### src/rtl/xalu_pkg.sv
// xalu_pkg: op codes, class decode and controller state for the
// multiply/divide (HI/LO) unit and its issue controller.
package xalu_pkg;

   localparam int MUL_CYCLES_DEF = 5;
   localparam int DIV_CYCLES_DEF = 10;

   localparam logic [3:0] OP_NONE  = 4'd0;
   localparam logic [3:0] OP_MULT  = 4'd1;
   localparam logic [3:0] OP_MULTU = 4'd2;
   localparam logic [3:0] OP_MTHI  = 4'd3;
   localparam logic [3:0] OP_MTLO  = 4'd4;
   localparam logic [3:0] OP_MFHI  = 4'd5;
   localparam logic [3:0] OP_MFLO  = 4'd6;
   localparam logic [3:0] OP_DIV   = 4'd7;
   localparam logic [3:0] OP_DIVU  = 4'd8;
   localparam logic [3:0] OP_MADD  = 4'd9;
   localparam logic [3:0] OP_MADDU = 4'd10;

   typedef enum logic [1:0] {
      IDLE,
      RUN,
      DRAIN
   } xalu_state_t;

   function automatic logic is_write(input logic [3:0] op);
      return op inside {OP_MULT, OP_MULTU, OP_MTHI, OP_MTLO,
                        OP_DIV, OP_DIVU, OP_MADD, OP_MADDU};
   endfunction

   function automatic logic is_read(input logic [3:0] op);
      return op inside {OP_MFHI, OP_MFLO};
   endfunction

   function automatic logic is_div(input logic [3:0] op);
      return op inside {OP_DIV, OP_DIVU};
   endfunction

   // Divide by zero leaves HI/LO untouched, so it is not long.
   function automatic logic is_long(input logic [3:0] op,
                                    input logic       d2_zero);
      return (op inside {OP_MULT, OP_MULTU, OP_MADD, OP_MADDU})
           | (is_div(op) & !d2_zero);
   endfunction

endpackage

### src/rtl/xalu_issue_ctrl.sv
// xalu_issue_ctrl: issues HI/LO ops, stalls E during long ops,
// requests rollback on M exceptions. Option: XALU_ISSUE_CTRL_STATS_EN.
module xalu_issue_ctrl
   import xalu_pkg::*;
#(
   parameter int MUL_CYCLES = MUL_CYCLES_DEF,
   parameter int DIV_CYCLES = DIV_CYCLES_DEF,
   parameter int CNT_W      = 4
) (
   input  logic       clk,
   input  logic       reset,
   input  logic       e_valid,
   input  logic [3:0] e_op,
   input  logic       e_d2_zero,
   input  logic       e_flush,
   input  logic       m_exc,
   input  logic       xalu_busy,
   output logic       xalu_start,
   output logic [3:0] xalu_op,
   output logic       xalu_rollback,
   output logic       stall_e,
   output logic       ctrl_busy,
   output logic       mismatch
`ifdef XALU_ISSUE_CTRL_STATS_EN
   ,
   output logic [31:0] stat_issue,
   output logic [31:0] stat_stall
`endif
);

   localparam logic [CNT_W-1:0] MUL_LD  = CNT_W'(MUL_CYCLES);
   localparam logic [CNT_W-1:0] DIV_LD  = CNT_W'(DIV_CYCLES);
   localparam logic [CNT_W-1:0] CNT_ONE = CNT_W'(1);

   xalu_state_t      state;
   xalu_state_t      state_nxt;
   logic [CNT_W-1:0] cnt;
   logic [CNT_W-1:0] cnt_nxt;
   logic             pend_m;
   logic             post_long;
   logic             op_write;
   logic             op_mdu;
   logic             op_long;
   logic             idle;
   logic             chk_err;

   assign op_write = is_write(e_op);
   assign op_mdu   = op_write | is_read(e_op);
   assign op_long  = is_long(e_op, e_d2_zero);
   assign idle     = (state == IDLE);

   assign xalu_op       = e_op;
   assign ctrl_busy     = !idle;
   assign stall_e       = !reset & e_valid & op_mdu & (!idle | xalu_busy);
   assign xalu_rollback = !reset & pend_m & m_exc;
   assign xalu_start    = !reset & e_valid & op_write & !e_flush
                        & !stall_e & !xalu_rollback;

   // Busy rises at the edge after a long issue, so skip that cycle.
   assign chk_err = ((state == RUN) & !xalu_busy & !post_long)
                  | (idle & xalu_busy & !xalu_rollback);

   // Next state and countdown; rollback of an in-flight op wins.
   always_comb begin
      state_nxt = state;
      cnt_nxt   = cnt;
      if (xalu_rollback & ((state == RUN) | xalu_busy)) begin
         state_nxt = DRAIN;
         cnt_nxt   = '0;
      end else begin
         unique case (state)
            IDLE: begin
               if (xalu_start & op_long) begin
                  state_nxt = RUN;
                  cnt_nxt   = is_div(e_op) ? DIV_LD : MUL_LD;
               end
            end
            RUN: begin
               cnt_nxt = cnt - CNT_ONE;
               if (cnt == CNT_ONE) state_nxt = IDLE;
            end
            DRAIN: begin
               if (!xalu_busy) state_nxt = IDLE;
            end
            default: state_nxt = IDLE;
         endcase
      end
   end

   // State, issue history and sticky model/unit disagreement flag.
   always_ff @(posedge clk) begin
      if (reset) begin
         state     <= IDLE;
         cnt       <= '0;
         pend_m    <= 1'b0;
         post_long <= 1'b0;
         mismatch  <= 1'b0;
      end else begin
         state     <= state_nxt;
         cnt       <= cnt_nxt;
         pend_m    <= xalu_start;
         post_long <= xalu_start & op_long;
         if (chk_err) mismatch <= 1'b1;
      end
   end

`ifdef XALU_ISSUE_CTRL_STATS_EN
   if (1) begin : g_stats
      // Free-running issue and stall counters, wrapping at 2^32.
      always_ff @(posedge clk) begin
         if (reset) begin
            stat_issue <= '0;
            stat_stall <= '0;
         end else begin
            if (xalu_start) stat_issue <= stat_issue + 32'd1;
            if (stall_e)    stat_stall <= stat_stall + 32'd1;
         end
      end
   end
`endif

endmodule

### config.mk
export PLATFORM = sky130hd
export DESIGN_NAME = xalu_issue_ctrl
export DESIGN_NICKNAME = d
export VERILOG_FILES = /design/src/rtl/xalu_pkg.sv /design/src/rtl/xalu_issue_ctrl.sv
export SDC_FILE = /design/constraint.sdc
export NUM_CORES = 1
export LEC_CHECK = 0
export CORE_ASPECT_RATIO = 1.4
export CORE_MARGIN = 2
export CORE_UTILIZATION = 35
export DETAILED_ROUTE_END_ITERATION = 10
export DONT_BUFFER_PORTS = 1
export HOLD_SLACK_MARGIN = 0.15
export PLACE_DENSITY = 0.6
export SYNTH_ARGS = -nofsm -noshare
export SYNTH_HDL_FRONTEND = slang
export SYNTH_SLANG_ARGS = --single-unit
### constraint.sdc
create_clock -name clk -period 2.1 [get_ports clk]
set_input_delay 0.105 -clock clk [delete_from_list [all_inputs] [get_ports clk]]
set_output_delay 0.105 -clock clk [all_outputs]
set_load 0.03 [all_outputs]
==> flow_summary.json <==
{
  "outcome": "finished, final reports clean",
  "syn-num-nets": 95,
  "path_cells": "dlygate4sd3_1 -> a221oi_2 -> o211ai_2 -> a211oi_4 -> dlygate4sd3_1",
  "cpLargestDelayFamily": "buffers and inverters",
  "setup_viol": 0,
  "routedWlPerCell_um": 14.2,
  "endpoint_kind": "register",
  "portBuffers": 0,
  "finalWorstSetupSlack_ns": 0.198,
  "path_max_fanout": 8,
  "drv_slew": 0,
  "cap_viol_max_count": 0,
  "synth.distinct_cells": 39,
  "fill_count": 202,
  "ir_drop_mv": 0.214,
  "final_weighted_congestion_of_routability_driven_global_placement": 0.774,
  "synth_seq_area_share_pct": 26.4,
  "most-common-layout-cells": "sky130_fd_sc_hd__nor2_1, sky130_fd_sc_hd__dfxtp_1, sky130_fd_sc_hd__dlygate4sd3_1",
  "cts_tree": "done",
  "worst-endpoint-arrival_ns": 2.12,
  "routed-via-count": 637,
  "timing.final.crit_share_pct": 90.6,
  "core_region_area_um2": 1800,
  "crit_buf_inv": 2,
  "detail_route.iter0.violations": 7,
  "dpl_cell_area_um2": 662,
  "floorplan.initialDensity_pct": 37.8,
  "slew_headroom_pct": 63.3,
  "area_delta_synth_final_pct": 11.2,
  "vias_per_cell": 5.95,
  "cts_hold_buffers": 7,
  "netlist_area_um2": 682,
  "ys.warnings.count": 0,
  "grt_setup_unrepaired": "false",
  "clock_buffer_depth": 2,
  "postCtsResizedCells": 0,
  "post_synth.cell_area_avg_um2": 8.32,
  "worst-setup-path-type": "input port to register",
  "cts_htree_levels": 1,
  "gr-usage-all-layers_pct": 16.7,
  "layout-drive-gt1-share_pct": 12.6,
  "overflow": 0,
  "library_cell_contributing_the_largest_single_delay_on_the_critical_path": "sky130_fd_sc_hd__dlygate4sd3_1",
  "critical_path.most_common_cell": "sky130_fd_sc_hd__dlygate4sd3_1",
  "postCtsSetupBuffers": 0,
  "leakagePower_nw": 0.293,
  "drt_pass1_iterations": 4,
  "post_synthesis_instance_total": 82,
  "path_clk_slew_ns": 0.06,
  "placementRows": 18,
  "worst_slew_pin_slew_ns": 0.549,
  "route.detailed.drc": 0,
  "worst_stage_delay_on_the_critical_path_ns": 0.60,
  "mostFrequentLayoutCell": "sky130_fd_sc_hd__nor2_1",
  "min_path_type": "input port to register",
  "post_layout_inst_area_um2": 758,
  "grt_antenna_before_repair": 0,
  "grt_max_degree": 10,
  "die_width_um": 41.3,
  "start_kind": "input port",
  "synth_edf_count": 0,
  "final_net_count": 101,
  "routed_wirelength_um": 1520,
  "powerDensity_nw_per_um2": 494,
  "grt_first_pass_wirelength_um": 2710,
  "floorplan.die.height_um": 56.2,
  "worst_skew_pair.late_latency_ns": 0.27,
  "clock_root_buffer": "sky130_fd_sc_hd__clkbuf_4",
  "finalCoreUtilization_pct": 42.1,
  "cts_inserted_buffers": 3,
  "achievable-frequency_mhz": 526,
  "detailed_place_hpwl_um": 1170,
  "synth_top_flop_cell": "sky130_fd_sc_hd__dfxtp_1",
  "die_area_um2": 2320,
  "diode_count": 0,
  "fin_skew_ns": 0.00114,
  "preCtsSetupSlack_ns": 0.480,
  "totalNegativeSetupSlack_ns": 0,
  "number_of_synthesized_register_bits": 9,
  "floorplan.io_pins": 20,
  "post-route-min-period_ns": 1.90,
  "asyncSetResetFlopFracSynth_pct": 0,
  "numClockSinks": 9,
  "worst_ep_required_time_ns": 2.31,
  "grt_pass1_vias": 633,
  "report.power.total_uw": 375,
  "finalHoldViolCount": 0,
  "final_antenna_net_count": 0
}
[layer usage]
layer	GRT usage, %	part of all wire [%]	vias up
met5	0	0	-
met4	10.6	4.1	0
met3	2.80	4.6	7
met2	27.2	52	25
met1	18.3	39	297
li1	-	-	308
[logic make-up after synthesis]
kind of cell               after synthesis  synth area share (%)
and+or+nand+nor                         41                  35.6
AOI/OAI and AO/OA                       17                  22.0
buffers and inverters                   11                  9.36
DFF                                      9                  26.4
muxes                                    2                  2.94
adders and majority gates                2                  3.67
[Yosys cell counts, types with 2 or more instances]
| master | count | share of area (%) |
|---|---|---|
| sky130_fd_sc_hd__ha_1 | 2 | 3.7 |
| sky130_fd_sc_hd__nor4_1 | 2 | 1.8 |
| sky130_fd_sc_hd__buf_4 | 4 | 4.4 |
| sky130_fd_sc_hd__a21oi_1 | 2 | 1.5 |
| sky130_fd_sc_hd__o21ai_0 | 2 | 1.5 |
| sky130_fd_sc_hd__mux2i_1 | 2 | 2.9 |
| sky130_fd_sc_hd__o211ai_1 | 3 | 3.3 |
| sky130_fd_sc_hd__nor2b_1 | 3 | 2.8 |
| sky130_fd_sc_hd__dfxtp_1 | 9 | 26 |
| sky130_fd_sc_hd__inv_1 | 5 | 2.8 |
| sky130_fd_sc_hd__nand2_1 | 5 | 2.8 |
| sky130_fd_sc_hd__nand3_1 | 5 | 3.7 |
| sky130_fd_sc_hd__nor3b_1 | 2 | 2.2 |
| sky130_fd_sc_hd__nor2_1 | 11 | 6.1 |
[worst reg2reg max path, cell delays in order (launching register included)]
cell and delay, ns:
sky130_fd_sc_hd__dfxtp_1 0.37, sky130_fd_sc_hd__nor3_4 0.24, sky130_fd_sc_hd__o211ai_2 0.17, sky130_fd_sc_hd__a211oi_4 0.40, sky130_fd_sc_hd__dlygate4sd3_1 0.60
[registers in the layout, indices dropped and copies added, names as in the netlist]
| register | count |
|---|---|
| pend_m | 1 |
| cnt | 4 |
| state | 2 |
| post_long | 1 |
| mismatch | 1 |
[stage by stage]
stage	cells	hold WS (ns)
6_report	107	0.166
5_1_grt	107	0.188
4_1_cts	107	0.171
3_5_place_dp	96	0.181
3_3_place_gp	96	0.178
2_1_floorplan	82	0.282
[report_power, final]
group          leakage [nW]  switching (mW)  internal, mW  total, mW
clock network        0.0150          0.0680        0.0736      0.142
logic                 0.205          0.0281        0.0245     0.0526
registers            0.0729         0.00620         0.174      0.181
[final timing paths]
| path | start | end | slack, ns | depth (start not counted) |
|---|---|---|---|---|
| min reg2reg | cnt[0]$_SDFFE_PP0P_ | cnt[0]$_SDFFE_PP0P_ | 0.54 | 2 |
| max | m_exc | post_long$_SDFF_PP0_ | 0.20 | 5 |
| max reg2reg | state[1]$_SDFFE_PP0P_ | post_long$_SDFF_PP0_ | 0.25 | 4 |
| min | e_op[3] | cnt[0]$_SDFFE_PP0P_ | 0.17 | 3 |
[layout make-up]
| cell class | count | area, um^2 | area share, % |
|---|---|---|---|
| Multi-Input combinational cell | 62 | 438 | 57.8 |
| Sequential cell | 9 | 180 | 23.8 |
| Timing Repair Buffer | 7 | 70.1 | 9.24 |
| Clock buffer | 4 | 26.3 | 3.47 |
| Tap cell | 20 | 25.0 | 3.30 |
| Inverter | 5 | 18.8 | 2.48 |
Power figures use the tool's default switching activity.
